<file path="src/rtl/dab_gate_driver_pkg.sv">
// dab_pkg: shared leg state encoding, voltage command codes and gate bit indices
// for the DAB gate driver.
`default_nettype none

package dab_pkg;

  typedef enum logic [1:0] {
    OFF   = 2'd0,
    DT    = 2'd1,
    HI_ON = 2'd2,
    LO_ON = 2'd3
  } leg_state_t;

  localparam logic [1:0] V_POS  = 2'b01;
  localparam logic [1:0] V_ZERO = 2'b00;
  localparam logic [1:0] V_NEG  = 2'b11;
  localparam logic [1:0] V_ILL  = 2'b10;

  localparam int GATE_A_HI = 0;
  localparam int GATE_A_LO = 1;
  localparam int GATE_B_HI = 2;
  localparam int GATE_B_LO = 3;

endpackage

`default_nettype wire

</file>
<file path="src/rtl/dab_gate_driver_if.sv">
// dab_gate_driver_if: command/gate bundle between modulator (master) and gate driver (slave).
// fault/trip exist only when DAB_GATE_FAULT_EN is defined.
`default_nettype none

interface dab_gate_driver_if;
  logic       en;
  logic [1:0] V1;
  logic [1:0] V2;
  logic [3:0] Sp;
  logic [3:0] Ss;
  logic       cmd_err;
`ifdef DAB_GATE_FAULT_EN
  logic       fault;
  logic       trip;

  modport master (output en, V1, V2, fault, input Sp, Ss, cmd_err, trip);
  modport slave  (input en, V1, V2, fault, output Sp, Ss, cmd_err, trip);
`else
  modport master (output en, V1, V2, input Sp, Ss, cmd_err);
  modport slave  (input en, V1, V2, output Sp, Ss, cmd_err);
`endif
endinterface

`default_nettype wire

</file>
<file path="src/rtl/dab_leg_deadtime.sv">
// dab_leg_deadtime: one half-bridge leg with registered dead-time interlock.
// Rev 1.0
`default_nettype none

module dab_leg_deadtime
  import dab_pkg::*;
#(
  parameter int DEADTIME = 8,
  parameter int DT_W     = 8
) (
  input  wire logic clk,
  input  wire logic rst,
  input  wire logic en,
  input  wire logic target_hi,
  output logic      upper,
  output logic      lower
);

  localparam logic [DT_W-1:0] c_dt_load = DT_W'(DEADTIME - 1);

  leg_state_t      r_state;
  logic [DT_W-1:0] r_cnt;
  logic            r_upper;
  logic            r_lower;

  // Gates are updated on the same edge as the state so the outgoing switch
  // drops on the edge that enters DT.
  always_ff @(posedge clk) begin
    if (rst || !en) begin
      r_state <= OFF;
      r_cnt   <= '0;
      r_upper <= 1'b0;
      r_lower <= 1'b0;
    end else begin
      case (r_state)
        OFF: begin
          r_state <= DT;
          r_cnt   <= c_dt_load;
          r_upper <= 1'b0;
          r_lower <= 1'b0;
        end
        DT: begin
          if (r_cnt == '0) begin
            r_state <= target_hi ? HI_ON : LO_ON;
            r_upper <= target_hi;
            r_lower <= !target_hi;
          end else begin
            r_cnt <= r_cnt - 1'b1;
          end
        end
        HI_ON: begin
          if (!target_hi) begin
            r_state <= DT;
            r_cnt   <= c_dt_load;
            r_upper <= 1'b0;
          end
        end
        LO_ON: begin
          if (target_hi) begin
            r_state <= DT;
            r_cnt   <= c_dt_load;
            r_lower <= 1'b0;
          end
        end
        default: begin
          r_state <= OFF;
          r_upper <= 1'b0;
          r_lower <= 1'b0;
        end
      endcase
    end
  end

  assign upper = r_upper;
  assign lower = r_lower;

endmodule

`default_nettype wire

</file>
<file path="src/rtl/dab_gate_driver.sv">
// dab_gate_driver: registers V1/V2, decodes leg targets and drives four dead-time legs.
// Optional trip latch enabled by DAB_GATE_FAULT_EN. Rev 1.0
`default_nettype none

module dab_gate_driver
  import dab_pkg::*;
#(
  parameter int DEADTIME = 8,
  parameter int DT_W     = 8
) (
  input wire logic          clk,
  input wire logic          rst,
  dab_gate_driver_if.slave  bus
);

  logic [1:0] r_v1;
  logic [1:0] r_v2;
  logic       r_cmd_err;
  logic       w_leg_en;
  logic [3:0] w_target_hi;
  logic [3:0] w_upper;
  logic [3:0] w_lower;
  logic [3:0] w_sp;
  logic [3:0] w_ss;

  // The illegal code is stored as zero so the bridges freewheel on it.
  always_ff @(posedge clk) begin
    if (rst) begin
      r_v1      <= V_ZERO;
      r_v2      <= V_ZERO;
      r_cmd_err <= 1'b0;
    end else begin
      r_v1      <= (bus.V1 == V_ILL) ? V_ZERO : bus.V1;
      r_v2      <= (bus.V2 == V_ILL) ? V_ZERO : bus.V2;
      r_cmd_err <= (bus.V1 == V_ILL) || (bus.V2 == V_ILL);
    end
  end

`ifdef DAB_GATE_FAULT_EN
  logic r_trip;

  always_ff @(posedge clk) begin
    if (rst) begin
      r_trip <= 1'b0;
    end else if (bus.fault) begin
      r_trip <= 1'b1;
    end
  end

  assign w_leg_en = bus.en && !r_trip && !bus.fault;
  assign bus.trip = r_trip;
`else
  assign w_leg_en = bus.en;
`endif

  // Leg order: primary A, primary B, secondary A, secondary B.
  assign w_target_hi[0] = (r_v1 == V_POS);
  assign w_target_hi[1] = (r_v1 == V_NEG);
  assign w_target_hi[2] = (r_v2 == V_POS);
  assign w_target_hi[3] = (r_v2 == V_NEG);

  for (genvar i = 0; i < 4; i++) begin : g_leg
    dab_leg_deadtime #(
      .DEADTIME (DEADTIME),
      .DT_W     (DT_W)
    ) u_leg (
      .clk       (clk),
      .rst       (rst),
      .en        (w_leg_en),
      .target_hi (w_target_hi[i]),
      .upper     (w_upper[i]),
      .lower     (w_lower[i])
    );
  end

  always_comb begin
    w_sp            = '0;
    w_ss            = '0;
    w_sp[GATE_A_HI] = w_upper[0];
    w_sp[GATE_A_LO] = w_lower[0];
    w_sp[GATE_B_HI] = w_upper[1];
    w_sp[GATE_B_LO] = w_lower[1];
    w_ss[GATE_A_HI] = w_upper[2];
    w_ss[GATE_A_LO] = w_lower[2];
    w_ss[GATE_B_HI] = w_upper[3];
    w_ss[GATE_B_LO] = w_lower[3];
  end

  assign bus.Sp      = w_sp;
  assign bus.Ss      = w_ss;
  assign bus.cmd_err = r_cmd_err;

endmodule

`default_nettype wire

</file>
<file path="src/flat_wrapper.sv">
// flat-port wrapper written by rule: the top's interface ports become plain ports
module dab_gate_driver_flat import dab_pkg::*;
#(
  parameter int DEADTIME = 8,
  parameter int DT_W     = 8
)
  (clk, rst, bus_en, bus_V1, bus_V2, bus_Sp, bus_Ss, bus_cmd_err);
  dab_gate_driver_if bus_i ();
  input wire logic clk;
  input wire logic rst;
  input wire logic [$bits(bus_i.en)-1:0] bus_en;
  input wire logic [$bits(bus_i.V1)-1:0] bus_V1;
  input wire logic [$bits(bus_i.V2)-1:0] bus_V2;
  output wire logic [$bits(bus_i.Sp)-1:0] bus_Sp;
  output wire logic [$bits(bus_i.Ss)-1:0] bus_Ss;
  output wire logic [$bits(bus_i.cmd_err)-1:0] bus_cmd_err;
  assign bus_i.en = bus_en;
  assign bus_i.V1 = bus_V1;
  assign bus_i.V2 = bus_V2;
  assign bus_Sp = bus_i.Sp;
  assign bus_Ss = bus_i.Ss;
  assign bus_cmd_err = bus_i.cmd_err;
  dab_gate_driver #(.DEADTIME(DEADTIME), .DT_W(DT_W)) u_core (.clk(clk), .rst(rst), .bus(bus_i));
endmodule
</file>
<file path="config.mk">
export PLATFORM = sky130hd
export DESIGN_NAME = dab_gate_driver_flat
export DESIGN_NICKNAME = d
export VERILOG_FILES = /design/src/rtl/dab_gate_driver_pkg.sv /design/src/rtl/dab_gate_driver_if.sv /design/src/rtl/dab_leg_deadtime.sv /design/src/rtl/dab_gate_driver.sv /design/src/flat_wrapper.sv
export SDC_FILE = /design/constraint.sdc
export NUM_CORES = 1
export LEC_CHECK = 0
export ABC_CLOCK_PERIOD_IN_PS = 1900
export BUFFER_PORTS_ARGS = -buffer_cell sky130_fd_sc_hd__clkbuf_2
export CAP_MARGIN = 20
export CORE_ASPECT_RATIO = 2
export CORE_UTILIZATION = 35
export CTS_CLUSTER_SIZE = 12
export DETAILED_ROUTE_END_ITERATION = 8
export PLACE_DENSITY = 0.56
export REMOVE_ABC_BUFFERS = 1
export SYNTH_ARGS = -nofsm -noshare
export SYNTH_HDL_FRONTEND = slang
export SYNTH_SLANG_ARGS = --single-unit
export TNS_END_PERCENT = 20
</file>
<file path="constraint.sdc">
create_clock -name clk -period 1.9 [get_ports clk]
set_input_delay 0.475 -clock clk [delete_from_list [all_inputs] [get_ports clk]]
set_output_delay 0.475 -clock clk [all_outputs]
set_load 0.05 [all_outputs]
</file>
Yosys cells after proc, flatten, opt, wreduce, memory -nomap -nowiden

Cells that the tools add are included.

$add $sub $neg: 4
Equality and inequality tests: 34
Multiplexer cells: 60
Reductions and logical operators: 41

Operators with widths:

| cell                                                | count |
|---|---|
| one-hot mux 8 bit (4 select lines)                  | 4 |
| two-way mux 8 bit                                   | 12 |
| AND reduction 3 bit                                 | 16 |
| logical NOT 8 bit                                   | 4 |
| != test 2 bit, second input constant                | 16 |
| one-hot mux 2 bit (4 select lines)                  | 4 |
| subtractor 8 x 1 -> 8 bit, second input constant    | 4 |
| equality test 2 bit, second input constant          | 12 |
| two-way mux 2 bit                                   | 12 |
| one-hot mux 1 bit (3 select lines)                  | 8 |
| nonzero test 3 bit                                  | 8 |
| two-way mux 1 bit                                   | 20 |
| equality test 2 x 1 -> 1 bit, second input constant | 6 |
| logical NOT 2 bit                                   | 4 |
| logical NOT 1 bit                                   | 5 |
| OR reduction 2 bit                                  | 2 |
| logical OR 1 bit                                    | 2 |

Register bits: 53
Bits of input ports: 7
Output and inout port bits: 9
Word-level logic and storage cells: 158

Longest topological paths before layout

Depth in word-level cells: 4
Gate-level depth with buffers: 7
Depth with buffers taken out: 6

Hierarchy

Synthesis repeated with hierarchy kept, for this count alone.

Cells, all modules: 348
Area, all modules: 3085.5 µm²

By module, submodules not included:

| module           | times used | cells each | area an instance (µm²) | sequential area each (µm²) |
|---|---|---|---|---|
| dab_leg_deadtime | 4          | 83         | 728.2                  | 240.2 |
| dab_gate_driver  | 1          | 16         | 172.7                  | 100.1 |

Worst setup path before layout

OpenSTA, ideal clock, no wires.

Path type: flip-flop to flip-flop
Start: register u_core.g_leg[0].u_leg.r_cnt[0]
End: register u_core.g_leg[0].u_leg.r_cnt[4]
Library setup time: 70 ps
Arrival time: 1657 ps
Required time: 1830 ps
Path slack: 173 ps
Stages on the path, launching flop included: 8
Path buffers: 1
Clock period less this slack: 1727 ps
Cells stage by stage: dfxtp_1 inv_1 ha_1 nor3b_1 and3_1 buf_6 or4_1 a21boi_1

Word-level cells in the longest chain between the ends: 3
Elaborated cells on any way between the ends: 6
Classes of those cells: 1 x add/sub; 1 x eq/ne; 2 x mux; 2 x reduce/logical

Ends and longest elaborated chain:

| element                                                                   | line                                           | source |
|---|---|---|
| start: declaration                                                        | dab_leg_deadtime.sv:22                         | `logic [DT_W-1:0] r_cnt;` |
| start signal: assignment                                                  | dab_leg_deadtime.sv:38                         | `r_cnt <= c_dt_load;` |
| start signal: assignment                                                  | dab_leg_deadtime.sv:48                         | `r_cnt <= r_cnt - 1'b1;` |
| start signal: assignment                                                  | dab_leg_deadtime.sv:54                         | `r_cnt <= c_dt_load;` |
| subtractor 8 x 1 -> 8 bit or logical NOT 8 bit (tied branches)            | dab_leg_deadtime.sv:48, dab_leg_deadtime.sv:43 |  |
| two-way mux 8 bit or != test 2 bit (tied branches)                        | -                                              |  |
| one-hot mux 8 bit (4 select lines) or AND reduction 3 bit (tied branches) | -                                              |  |

Several ways; a longest one is shown, not always the timed one. The select of a mux whose other input is x is not followed.
A chain may end at the register's enable or synchronous reset.

Worst setup path in the final report

Start: register u_core.g_leg[0].u_leg.r_cnt[1]
End: register u_core.g_leg[0].u_leg.r_cnt[3]

The elaborated chain is that of the path after synthesis.

==> impl_metrics.json <==
{
  "outcome": "completed",
  "cts_sinks": 53,
  "drt_iter0_markers": 62,
  "cpPeakStageDelay_ps": 420,
  "cp_slowest_cell": "nor4b_1",
  "cts.reportedPaths.clkPinSlew_ps": 70,
  "required_ps": 2130,
  "crit_fanout": 8,
  "setup_viol": 0,
  "vdd_drop_max_uv": 615,
  "end_kind": "register",
  "worst-path-buf-inv": 1,
  "grt_pass1_wl_um": 10700,
  "cts_tree": "done",
  "critPathKind": "reg2reg",
  "cts_buffer_depth": 2,
  "path_cells": "inv_1 -> ha_1 -> nor3b_1 -> and3_2 -> nor4b_1 -> mux2i_1",
  "ys_warn_count": 0,
  "cts.root.buffer_cell": "clkbuf_16",
  "async_flop_share_pct": 0,
  "drt-total-wl_um": 6220,
  "synth_top_flop_cell": "dfxtp_1",
  "holdCritPathClass": "in2reg",
  "antenna_found_initial": 0,
  "syn-cell-area_um2": 3000,
  "syn_to_final_growth_pct": 9.68,
  "fin_crit_ps": 1760,
  "grt_util_all_layers_pct": 15.3,
  "hold_viol": 0,
  "place_ws_ps": 111,
  "grt_overflow": 0,
  "clk_latency_ps": 300,
  "ys_types": 62,
  "die_w_um": 67.4,
  "utilization_pct": 39.7,
  "arrival_ps": 1990,
  "grt_pass1_vias": 2400,
  "cts_made_buffers": 5,
  "post_drt_wl_per_cell_um": 13.6,
  "start_util_pct": 36.2,
  "die_h_um": 133,
  "ys_seq_elements": 53,
  "top_level_ports": 16,
  "place.detailed.hpwl_um": 4660,
  "slew_headroom_pct": 69.5,
  "skew_ps": 9.18,
  "synth.avg_cell_area_um2": 8.61,
  "core-area_um2": 8290,
  "max_cap_violations": 0,
  "drive_gt1_share_pct": 14.5,
  "drcViolationCount": 0,
  "drv_slew": 0,
  "finalWorstSetupSlack_ps": 142,
  "finalCritPeriodShare_pct": 92.5,
  "die_area_um2": 8960,
  "diodes": 0,
  "cp-start-kind": "register",
  "dr.pass1.iters": 4,
  "synth_edf_count": 0,
  "htree_levels": 2,
  "grt_max_degree": 17,
  "place_congestion": 0.800,
  "r2r_slack_ps": 140,
  "netlist_instances": 348,
  "vias": 2524,
  "antenna_left": 0,
  "rsz0062_at_grt": "yes",
  "tightest_slew_ps": 454,
  "powerDensity_nw_per_um2": 764,
  "path_delay_family": "simple AND/OR/NAND/NOR gates",
  "rows": 47,
  "portBuffers": 15,
  "viasPerCell": 5.52,
  "power.leakage_nw": 1.28,
  "seq_area_frac_synth_pct": 35.4,
  "max_clock_freq_mhz": 569,
  "fin_nets": 373
}
==> sequential cells by signal (all words and copies together), names as in the netlist <==
name	cells
u_core.bus.cmd_err	1
u_core.g_leg.u_leg.lower	4
u_core.g_leg.u_leg.r_cnt	32
u_core.g_leg.u_leg.r_state	8
u_core.g_leg.u_leg.upper	4
u_core.r_v1	2
u_core.r_v2	2
==> stage by stage <==
step / hold WS (ps) / total power [W] / TNS (ps) / cell area, um2 / cells
2_1_floorplan: 440 / 0.00151 / 0 / 2850 / 324
3_3_place_gp: 454 / 0.00162 / 0 / 3140 / 449
3_5_place_dp: 454 / 0.00163 / 0 / 3140 / 449
4_1_cts: 389 / 0.00255 / 0 / 3280 / 457
5_1_grt: 419 / 0.00264 / -1.61 / 3290 / 457
6_report: 392 / 0.00251 / 0 / 3290 / 457
==> final timing paths <==
check | from | end | cells after the start
min | bus_V2[1] | u_core.r_v2[1]$_SDFF_PP0_ | 2
max | u_core.g_leg[0].u_leg.r_cnt[1]$_SDFFE_PP0P_ | u_core.g_leg[0].u_leg.r_cnt[3]$_SDFFE_PP0P_ | 6
max reg2reg | u_core.g_leg[0].u_leg.r_cnt[1]$_SDFFE_PP0P_ | u_core.g_leg[0].u_leg.r_cnt[3]$_SDFFE_PP0P_ | 6
min reg2reg | u_core.g_leg[2].u_leg.r_cnt[1]$_SDFFE_PP0P_ | u_core.g_leg[2].u_leg.r_cnt[1]$_SDFFE_PP0P_ | 1
==> layout make-up <==
class / instances / area, um2
Fill cell: 833 / 5000
Multi-Input combinational cell: 257 / 1740
Sequential cell: 53 / 1060
Timing Repair Buffer: 27 / 165
Clock buffer: 5 / 125
Tap cell: 98 / 123
Inverter: 14 / 52.6
Clock inverter: 3 / 17.5
==> cells by family after synthesis <==
family                     count (synthesis)  synth area share [%]
DFF                                       53                  35.4
buffers and inverters                     38                  6.72
adders and majority gates                  8                  3.34
muxes                                     17                  6.22
and+or+nand+nor                          151                  30.1
xor gates and xnor gates                   1                 0.292
AOI/OAI and AO/OA                         80                  17.9
==> synth_stat cells (all sizes together), types with 6 or more instances <==
cell    count  share of area (%)
nor2       14                1.8
dfxtp      53                 35
buf        15                3.8
inv        14                1.8
nor3        6                1.0
nand3b      7                1.8
a21boi      7                1.8
ha          8                3.3
nand2b     20                4.2
nor4        6                2.4
mux2i      17                6.2
nand2      40                5.0
clkbuf      9                1.2
o21ai      10                1.7
nor2b       8                1.9
nand4       6                1.3
o21a        7                1.8
a21oi      23                3.8
nand3       8                1.5
==> where the power goes <==
group / internal (W) / switching (W) / leakage (nW)
Sequential: 0.00115 / 0.0000507 / 0.434
Clock: 0.000485 / 0.000425 / 0.0696
Combinational: 0.000181 / 0.000218 / 0.781
Total: 0.00182 / 0.000694 / 1.28
==> metal layers <==
layer / vias up / share of wire (%) / GRT usage [%]
met4: 0 / 3.2 / 8.04
li1: 1266 / - / -
met1: 1202 / 39 / 16.3
met3: 15 / 2.9 / 2.76
met2: 41 / 55 / 27.1
met5: - / 0 / 0
==> layout by cell type (no fill, tap or decap), types with 3 or more instances in the layout <==
| cell type | count |
|---|---|
| a211oi_1 | 5 |
| a21boi_1 | 6 |
| a21oi_1 | 23 |
| a31oi_1 | 5 |
| and2_1 | 5 |
| and3_1 | 4 |
| buf_4 | 12 |
| clkbuf_16 | 5 |
| clkbuf_2 | 15 |
| dfxtp_1 | 51 |
| ha_1 | 8 |
| inv_1 | 14 |
| mux2i_1 | 15 |
| nand2_1 | 40 |
| nand2b_1 | 20 |
| nand3_1 | 7 |
| nand3b_1 | 7 |
| nand4_1 | 6 |
| nand4b_1 | 4 |
| nor2_1 | 14 |
| nor2b_1 | 7 |
| nor3_1 | 6 |
| nor4_2 | 3 |
| o21a_1 | 7 |
| o21ai_0 | 9 |
| o31ai_1 | 4 |
| o32ai_1 | 3 |
| or3b_1 | 4 |
| or4_1 | 4 |
==> what timing repair did <==
action | 4_1_cts | 5_1_grt
resized for setup | 0 | 4
endpoints found under the setup margin | 0 | 7
hold buffers | 0 | 0
buffers inserted | 0 | 0
(Power assumes the default switching activity.)
